<file path="src/rtl/sn_uart_tx_sched.sv">
// sn_uart_tx_sched: round-robin scheduler sharing one sn_uart_tx serializer
// among P_NUM_REQ byte producers. It latches the granted byte, holds the
// tx_enable/data_to_pc handshake until tx_done, enforces an inter-frame gap
// and aborts a frame whose tx_done never arrives (watchdog).
//
// Ports:
//   clk          system clock, rising edge
//   rst          asynchronous active-low reset
//   req          per-requester level request, held until ack
//   req_data     flattened bytes, requester i at [8i+7:8i]
//   req_ack      one-cycle pulse: byte of requester i latched
//   tx_enable    start/hold frame to the serializer
//   data_to_pc   byte being sent
//   tx_done      frame-complete pulse from the serializer
//   tx_active    serializer busy
//   busy         high in any state except IDLE
//   grant_id     index of current/last granted requester
//   err_timeout  one-cycle pulse on watchdog abort
//
// Optional feature: define SN_UART_TX_SRC_TAG_EN to precede every data frame
// with a tag frame {4'hA, grant_id}, separated by a full gap.
module sn_uart_tx_sched #(
    parameter int unsigned P_NUM_REQ      = 4,
    parameter int unsigned P_GAP_CLKS     = 2,
    parameter int unsigned P_TIMEOUT_CLKS = 1740
) (
    input  logic                         clk,
    input  logic                         rst,
    input  logic [P_NUM_REQ-1:0]         req,
    input  logic [8*P_NUM_REQ-1:0]       req_data,
    output logic [P_NUM_REQ-1:0]         req_ack,
    output logic                         tx_enable,
    output logic [7:0]                   data_to_pc,
    input  logic                         tx_done,
    input  logic                         tx_active,
    output logic                         busy,
    output logic [$clog2(P_NUM_REQ)-1:0] grant_id,
    output logic                         err_timeout
);
    localparam int unsigned IW = $clog2(P_NUM_REQ);
    localparam int unsigned WW = (P_TIMEOUT_CLKS > 0) ? $clog2(P_TIMEOUT_CLKS + 1) : 1;
    localparam int unsigned GW = $clog2(P_GAP_CLKS + 2);

`ifdef SN_UART_TX_SRC_TAG_EN
    typedef enum logic [1:0] {ST_IDLE, ST_SEND, ST_GAP, ST_TAG} state_t;
`else
    typedef enum logic [1:0] {ST_IDLE, ST_SEND, ST_GAP} state_t;
`endif

    state_t                 state, state_nxt;
    logic [P_NUM_REQ-1:0]   ack_nxt;
    logic                   txen_nxt, busy_nxt, err_nxt;
    logic [7:0]             data_nxt;
    logic [IW-1:0]          gid_nxt, rr_last, rr_nxt;
    logic [WW-1:0]          wd_cnt, wd_nxt;
    logic [GW-1:0]          gap_cnt, gap_nxt;
`ifdef SN_UART_TX_SRC_TAG_EN
    logic [7:0]             hold_q, hold_nxt;
    logic                   pend_q, pend_nxt;
`endif

    logic                   pick_vld;
    logic [IW-1:0]          pick_idx;
    logic [7:0]             pick_data;
    logic                   wd_expire, gap_done;

    // Round-robin pick: nearest set request after rr_last wins, so the
    // search runs farthest-first and the closest hit overwrites.
    always_comb begin
        int unsigned cand;
        cand     = 0;
        pick_vld = 1'b0;
        pick_idx = '0;
        for (int unsigned k = P_NUM_REQ; k >= 1; k--) begin
            cand = (32'(rr_last) + k) % P_NUM_REQ;
            if (req[IW'(cand)]) begin
                pick_vld = 1'b1;
                pick_idx = IW'(cand);
            end
        end
    end

    assign pick_data = req_data[{pick_idx, 3'b000} +: 8];
    assign wd_expire = (P_TIMEOUT_CLKS != 0) && ((32'(wd_cnt) + 32'd1) >= P_TIMEOUT_CLKS);
    assign gap_done  = (32'(gap_cnt) + 32'd1) >= P_GAP_CLKS;

    // Next-state and next-output logic
    always_comb begin
        state_nxt = state;
        ack_nxt   = '0;
        txen_nxt  = tx_enable;
        data_nxt  = data_to_pc;
        gid_nxt   = grant_id;
        rr_nxt    = rr_last;
        err_nxt   = 1'b0;
        wd_nxt    = wd_cnt;
        gap_nxt   = gap_cnt;
`ifdef SN_UART_TX_SRC_TAG_EN
        hold_nxt  = hold_q;
        pend_nxt  = pend_q;
`endif
        unique case (state)
            ST_IDLE: begin
                if (pick_vld) begin
                    ack_nxt[pick_idx] = 1'b1;
                    gid_nxt           = pick_idx;
                    rr_nxt            = pick_idx;
                    txen_nxt          = 1'b1;
                    wd_nxt            = '0;
`ifdef SN_UART_TX_SRC_TAG_EN
                    data_nxt          = {4'hA, 4'(pick_idx)};
                    hold_nxt          = pick_data;
                    pend_nxt          = 1'b1;
                    state_nxt         = ST_TAG;
`else
                    data_nxt          = pick_data;
                    state_nxt         = ST_SEND;
`endif
                end
            end
`ifdef SN_UART_TX_SRC_TAG_EN
            // Tag frame; an abort here drops the pending data byte
            ST_TAG: begin
                if (tx_done || wd_expire) begin
                    txen_nxt  = 1'b0;
                    err_nxt   = ~tx_done;
                    pend_nxt  = tx_done;
                    gap_nxt   = '0;
                    state_nxt = ST_GAP;
                end else begin
                    wd_nxt = wd_cnt + WW'(1);
                end
            end
`endif
            // tx_done has priority over a simultaneous watchdog expiry
            ST_SEND: begin
                if (tx_done || wd_expire) begin
                    txen_nxt  = 1'b0;
                    err_nxt   = ~tx_done;
                    gap_nxt   = '0;
                    state_nxt = ST_GAP;
                end else begin
                    wd_nxt = wd_cnt + WW'(1);
                end
            end
            // Leave only after the minimum gap and once the serializer is idle
            ST_GAP: begin
                if (gap_done && !tx_active) begin
`ifdef SN_UART_TX_SRC_TAG_EN
                    if (pend_q) begin
                        pend_nxt  = 1'b0;
                        txen_nxt  = 1'b1;
                        data_nxt  = hold_q;
                        wd_nxt    = '0;
                        state_nxt = ST_SEND;
                    end else begin
                        state_nxt = ST_IDLE;
                    end
`else
                    state_nxt = ST_IDLE;
`endif
                end else if (!gap_done) begin
                    gap_nxt = gap_cnt + GW'(1);
                end
            end
            default: state_nxt = ST_IDLE;
        endcase
        busy_nxt = (state_nxt != ST_IDLE);
    end

    // State register
    always_ff @(posedge clk or negedge rst) begin
        if (!rst) begin
            state <= ST_IDLE;
        end else begin
            state <= state_nxt;
        end
    end

    // Registered outputs and datapath
    always_ff @(posedge clk or negedge rst) begin
        if (!rst) begin
            req_ack     <= '0;
            tx_enable   <= 1'b0;
            data_to_pc  <= 8'h00;
            busy        <= 1'b0;
            grant_id    <= '0;
            err_timeout <= 1'b0;
            rr_last     <= IW'(P_NUM_REQ - 1);
            wd_cnt      <= '0;
            gap_cnt     <= '0;
`ifdef SN_UART_TX_SRC_TAG_EN
            hold_q      <= 8'h00;
            pend_q      <= 1'b0;
`endif
        end else begin
            req_ack     <= ack_nxt;
            tx_enable   <= txen_nxt;
            data_to_pc  <= data_nxt;
            busy        <= busy_nxt;
            grant_id    <= gid_nxt;
            err_timeout <= err_nxt;
            rr_last     <= rr_nxt;
            wd_cnt      <= wd_nxt;
            gap_cnt     <= gap_nxt;
`ifdef SN_UART_TX_SRC_TAG_EN
            hold_q      <= hold_nxt;
            pend_q      <= pend_nxt;
`endif
        end
    end

endmodule

</file>
<file path="config.mk">
export PLATFORM = sky130hd
export DESIGN_NAME = sn_uart_tx_sched
export DESIGN_NICKNAME = d
export VERILOG_FILES = /design/src/rtl/sn_uart_tx_sched.sv
export SDC_FILE = /design/constraint.sdc
export NUM_CORES = 1
export LEC_CHECK = 0
export BUFFER_PORTS_ARGS = -buffer_cell sky130_fd_sc_hd__clkbuf_2
export CAP_MARGIN = 30
export CORE_ASPECT_RATIO = 1.4
export CORE_MARGIN = 8
export CORE_UTILIZATION = 53
export DETAILED_ROUTE_END_ITERATION = 10
export PLACE_DENSITY = 0.88
export SYNTH_ARGS = -nofsm -noshare
export SYNTH_HDL_FRONTEND = slang
export SYNTH_SLANG_ARGS = --single-unit
</file>
<file path="constraint.sdc">
create_clock -name clk -period 2.63 [get_ports clk]
set_clock_uncertainty 0.15 [all_clocks]
set_input_delay 0.263 -clock clk [delete_from_list [all_inputs] [get_ports clk]]
set_output_delay 0.263 -clock clk [all_outputs]
set_load 0.005 [all_outputs]
</file>
# --- After elaboration in Yosys (flattened, before gate mapping) ---
# Index checks and enable logic that the tools add are counted.
classes:
  addsub: 8
  order_cmp: 8
  eq_ne: 7
  shift: 1
  muxes: 36
  n_bitwise: 1
  n_reduce_logical: 12
ops:
  columns: ["operator", "count"]
  rows:
  - ["$shiftx 32x6->8", 1]
  - ["$mux 11", 2]
  - ["$pmux 11 s2", 1]
  - ["$mux 2", 10]
  - ["$lt 2x3->1 const B", 5]
  - ["$mux 1", 13]
  - ["$add 11x1->12 const B", 1]
  - ["$ge 12x11->1 const B", 1]
  - ["$add 11x1->11 const B", 1]
  - ["$ne 2x2->1 const B", 5]
  - ["$bmux 1 s2", 4]
  - ["$mux 4", 2]
  - ["$add 2x1->2 const B", 3]
  - ["$pmux 2 s3", 1]
  - ["$reduce_and 3->1", 2]
  - ["$reduce_bool 2->1", 3]
  - ["$add 2x2->2 const B", 2]
  - ["$pmux 2 s2", 1]
  - ["$reduce_and 4->1", 1]
  - ["$add 2x1->3 const B", 1]
  - ["$ge 3x2->1 const B", 1]
  - ["$demux 1 s2", 1]
  - ["$eq 2x1->1 const B", 1]
  - ["$eq 2x2->1 const B", 1]
  - ["other kinds (8)", 9]
word_totals:
  ff_bits: 34
  out_inout_bits: 17

# --- Logic depth before layout (Yosys ltp) ---
logic_depth:
  word_depth: 13
  ltp_mapped: 9
  ltp_nobuf: 7

# --- Worst setup path before layout ---
# OpenSTA, ideal clock, no wires.
synth_path:
  path_type: "register to register"
  startpoint: "register wd_cnt[0]"
  endpoint: "register wd_cnt[5]"
  setup_time_ps: 127
  arrival_ps: 1915
  t_required_ps: 2353
  setup_slack_ps: 438
  path_stages_with_launch: 7
  path_buffers: 0
  synth_period_minus_slack_ps: 2192
  path_cell_list: "dfrtp_1 ha_1 or3_4 a311oi_4 o211ai_4 nand2_4 mux2_1"
synth_between:
  elab_chain_cells: 5
  word_cells_on_any_way: 8
synth_lines:
  columns: ["element", "line", "rtl"]
  rows:
  - ["start: declaration", "55", "logic [WW-1:0] wd_cnt, wd_nxt;"]
  - ["start signal: assignment", "204", "wd_cnt <= wd_nxt;"]
  - ["$add 11x1->12", "84", "assign wd_expire = (P_TIMEOUT_CLKS != 0) && ((32'(wd_cnt) + 32'd1) >= P_TIMEOUT_CLKS);"]
  - ["$ge 12x11->1", "84", null]
  - ["$logic_or 1x1->1", "137", "if (tx_done || wd_expire) begin"]
  - ["$ne 2x2->1 (no line)", null, null]
  - ["$reduce_and 3->1 (no line)", null, null]
# Several ways; a longest one is shown, not always the timed one. The select of a mux whose other input is x is not followed.
# A chain may end at the register's enable or synchronous reset.

# --- Final worst setup path ---
layout_path:
  startpoint: "register wd_cnt[0]"
  endpoint: "register wd_cnt[6]"
# The elaborated chain is that of the path after synthesis.

==> summary.md <==
| Metric | Value |
|---|---|
| Initial antenna violation count | `0` |
| Tot GR Track Use | `17.5%` |
| Antenna Cells | `0` |
| H-tree depth | `2` |
| # IOs | `between 50 and 60` |
| Vias per cell | `5.98` |
| Compound-Gate Fraction of Synth Area | `about a fifth` |
| Clock Pin Slew Worst Setup and Hold Paths | `0.06 ns` |
| Sequential-to-total area share from yosys stat | `between 40% and 50%` |
| Setup WS pre-CTS | `approximately 0.26 ns` |
| FF+latch count, synth | `34` |
| Slew Viols, Final | `0` |
| Final Cycle Share | `about nine tenths` |
| Peak VDD IR | `0.749 mV` |
| Routed WL | `between 5000 and 6000 um` |
| Leak Pwr | `1.21 nW` |
| Power Dens Cells | `between 900 and 1000 nW/um2` |
| Final setup vio count | `0` |
| Wire per inst | `~17 um` |
| Startpoint types | `flop` |
| Main combinational cell family by area after synthesis | `compound AO/OA/AOI/OAI gates` |
| DPL Wire Length | `~4200 um` |
| WP data required | `~2.7 ns` |
| Status | `complete, no violations` |
| Drt initial violations | `between 100 and 150` |
| Adder-Cell Fraction of Synth Area | `under 10%` |
| Mux contribution to synthesized area | `between 10% and 20%` |
| Async S/R FF share, synth | `100%` |
| CTS Buffer Depth | `2` |
| Finished Core Util | `~64%` |
| FMAX | `422 MHz` |
| Synth Flop Type | `dfrtp_1` |
| Die ar. | `around 6300 um2` |
| GR Overflow Total | `0` |
| Largest net degree at the start of global routing | `35` |
| Final min period | `between 2 and 2.5 ns` |
| Final Power | `approximately 0.0024 W` |
| Global-route wire length before repair | `between 9000 and 10000 um` |
| Core area | `between 3000 and 4000 um2` |
| Worst EP arrival | `approximately 2.4 ns` |
| Hold_sp | `tx_done` |
| Worst-margin pin slew | `0.941 ns` |
| Max-slew headroom at the worst pin | `between 30 and 40%` |
| Critical path origin | `wd_cnt[0]$_DFFE_PN0P_` |
| CTS Sinks | `34` |
| Vias in the first global route | `1968` |
| EDFF count, synth | `0` |
| Row cnt | `27` |
| Nets | `between 300 and 400` |
| Mapped Cells | `approximately 220` |
| Syn Area/Cell | `between 9 and 10 um2` |
| Drt pass-1 iters | `4` |
| Syn nets | `265` |
| Synthesized area | `~2100 um2` |
| Root buf cell | `clkbuf_8` |
| Buffers on Ports | `56` |
| Hold violation count in the final report | `0` |
| RSZ-0062 raised after global routing | `false` |
| Starting density of the core | `54.8%` |
| Worst path bufs/invs | `1` |
| Family with the most delay on the worst path | `compound AO/OA/AOI/OAI gates` |
| Layout cells sized above 1 | `around 32%` |
| Area delta synth->final | `17.8%` |
| Die width | `69.5 um` |
| Setup ws final | `0.261 ns` |
| DR DRC count | `0` |
| Reg2reg start | `wd_cnt[0]$_DFFE_PN0P_` |
| Synth warn | `0` |
| FILL cells | `roughly 320` |
| Die span in y | `around 91 um` |
| CP cell instances | `ha_1, inv_1, a211o_1, a311oi_4, o211ai_4, nand2_4, mux2_1` |
| Peak per-stage delay on the critical path | `about 0.44 ns` |
| CTS tree | `yes` |
| Max-Cap Viols | `0` |
| Post-route antenna net violation count | `0` |
| Setup crit end kind | `flop` |
| XOR/XNOR Fraction of Synth Area | `less than 1%` |
| Vias | `between 1500 and 2000` |
| Netlist cell types | `53` |
| Worst hold path class | `in2reg` |
| CP Class | `reg2reg` |
| Num CTS Buffers | `5` |
| Worst-Skew Late Latency | `roughly 0.29 ns` |
| Worst-path maximum fanout | `7` |
| Resized cells post-CTS | `0` |
| CP max-delay cell | `dfrtp_1` |
| Setup TNS | `0 ns` |
| Routability cong. | `around 0.97` |
| Simple-gate share of the synthesized area | `18.0%` |
cell usage in the layout, fill, tap and decap left out, drive strengths merged, types with 2 or more instances in the layout:
cell type,count
nand3,7
and2,4
clkbuf,61
a21oi,9
a21boi,3
nand2,26
o221ai,2
a2bb2oi,4
a211o,3
inv,9
mux2i,19
o21a,4
nand4,2
and3,2
mux2,10
dfrtp,32
a22oi,2
nand2b,4
a31oi,5
buf,5
clkinv,2
xnor2,2
dfstp,2
ha,2
nor2,14
nor3,6
nor2b,4
o21ai,18
metrics by stage:
step	cell area, um2	cells	hold slack [ns]
5_1_grt	2500	321	0.198
6_report	2500	321	0.166
3_5_place_dp	2420	313	0.250
4_1_cts	2500	321	0.152
2_1_floorplan	2130	223	-0.183
3_3_place_gp	2420	313	0.243
layer usage:
layer | vias up | track usage [%] | routed length [um]
met5 | - | 0 | 0
met4 | 0 | 10.1 | 249
met3 | 28 | 5.56 | 468
met2 | 90 | 30.6 | 2650
met1 | 892 | 17.9 | 2040
li1 | 909 | - | -
flip-flops by register name (all words and copies together), names as in the netlist:
name / cells
wd_cnt: 11
data_to_pc: 8
req_ack: 4
gap_cnt: 2
grant_id: 2
rr_last: 2
state: 2
busy: 1
err_timeout: 1
tx_enable: 1
worst reg2reg max path: cells and delay by family (launching register included):
kind,cells,cell delay [ns]
AO/OA/AOI/OAI,3,0.78
flip-flops,1,0.44
multiplexers,1,0.33
adder cells (fa/ha/maj),1,0.31
AND/OR/NAND/NOR,1,0.13
buffers and inverters,1,0.11
cells by family after synthesis:
kind of cell	count (synthesis)
muxes	29
and+or+nand+nor	74
AOI/OAI and AO/OA	59
DFF	34
buffers and inverters	23
xor gates and xnor gates	2
adders and majority gates	2
synth_stat cells (4+ instances only):
cell type   n  area, um2
dfrtp_1    32        801
nand2_1    25       93.8
mux2i_1    19        190
nor2_1     14       52.6
o21ai_1    10       50.1
inv_1       9       33.8
a21oi_1     8       40.0
mux2_2      8       90.1
o21ai_0     8       40.0
nand3_1     6       30.0
a31oi_1     5       31.3
clkbuf_1    5       18.8
nor3_1      5       25.0
a2bb2oi_1   4       35.0
nand2b_1    4       25.0
nor2b_1     4       25.0
o21a_1      4       30.0
timing repair:
| item | 4_1_cts | 5_1_grt |
|---|---|---|
| endpoints found under the hold margin | 32 | 0 |
| buffers inserted | 0 | 0 |
| hold buffers | 1 | 0 |
final timing paths:
| kind | to | slack (ns) | cells after the start |
|---|---|---|---|
| worst min register to register | grant_id[1]$_DFFE_PN0P_ | 0.33 | 2 |
| worst max-delay path | wd_cnt[6]$_DFFE_PN0P_ | 0.26 | 7 |
| min in group asynchronous | data_to_pc[0]$_DFFE_PN0P_ | 0.47 | 2 |
| worst min-delay path | gap_cnt[0]$_DFFE_PN0P_ | 0.17 | 4 |
| max in group asynchronous | data_to_pc[3]$_DFFE_PN0P_ | 1.34 | 2 |
| worst max register to register | wd_cnt[6]$_DFFE_PN0P_ | 0.26 | 7 |
power breakdown:
group | internal [W] | switching [W] | total [W]
Combinational | 0.000524 | 0.000630 | 0.00115
Sequential | 0.000715 | 0.000158 | 0.000873
Clock | 0.000177 | 0.000182 | 0.000360
Total | 0.00142 | 0.000971 | 0.00239
final cells by class:
class                           instances  area (um2)  area share (%)
Timing Repair Buffer                   62         328            13.1
Inverter                                9        33.8            1.35
Sequential cell                        34         853            34.1
Clock buffer                            5        68.8            2.75
Tap cell                               43        53.8            2.15
Multi-Input combinational cell        166        1160            46.2
Clock inverter                          2        10.0           0.400
Power figures use the tool's default switching activity.
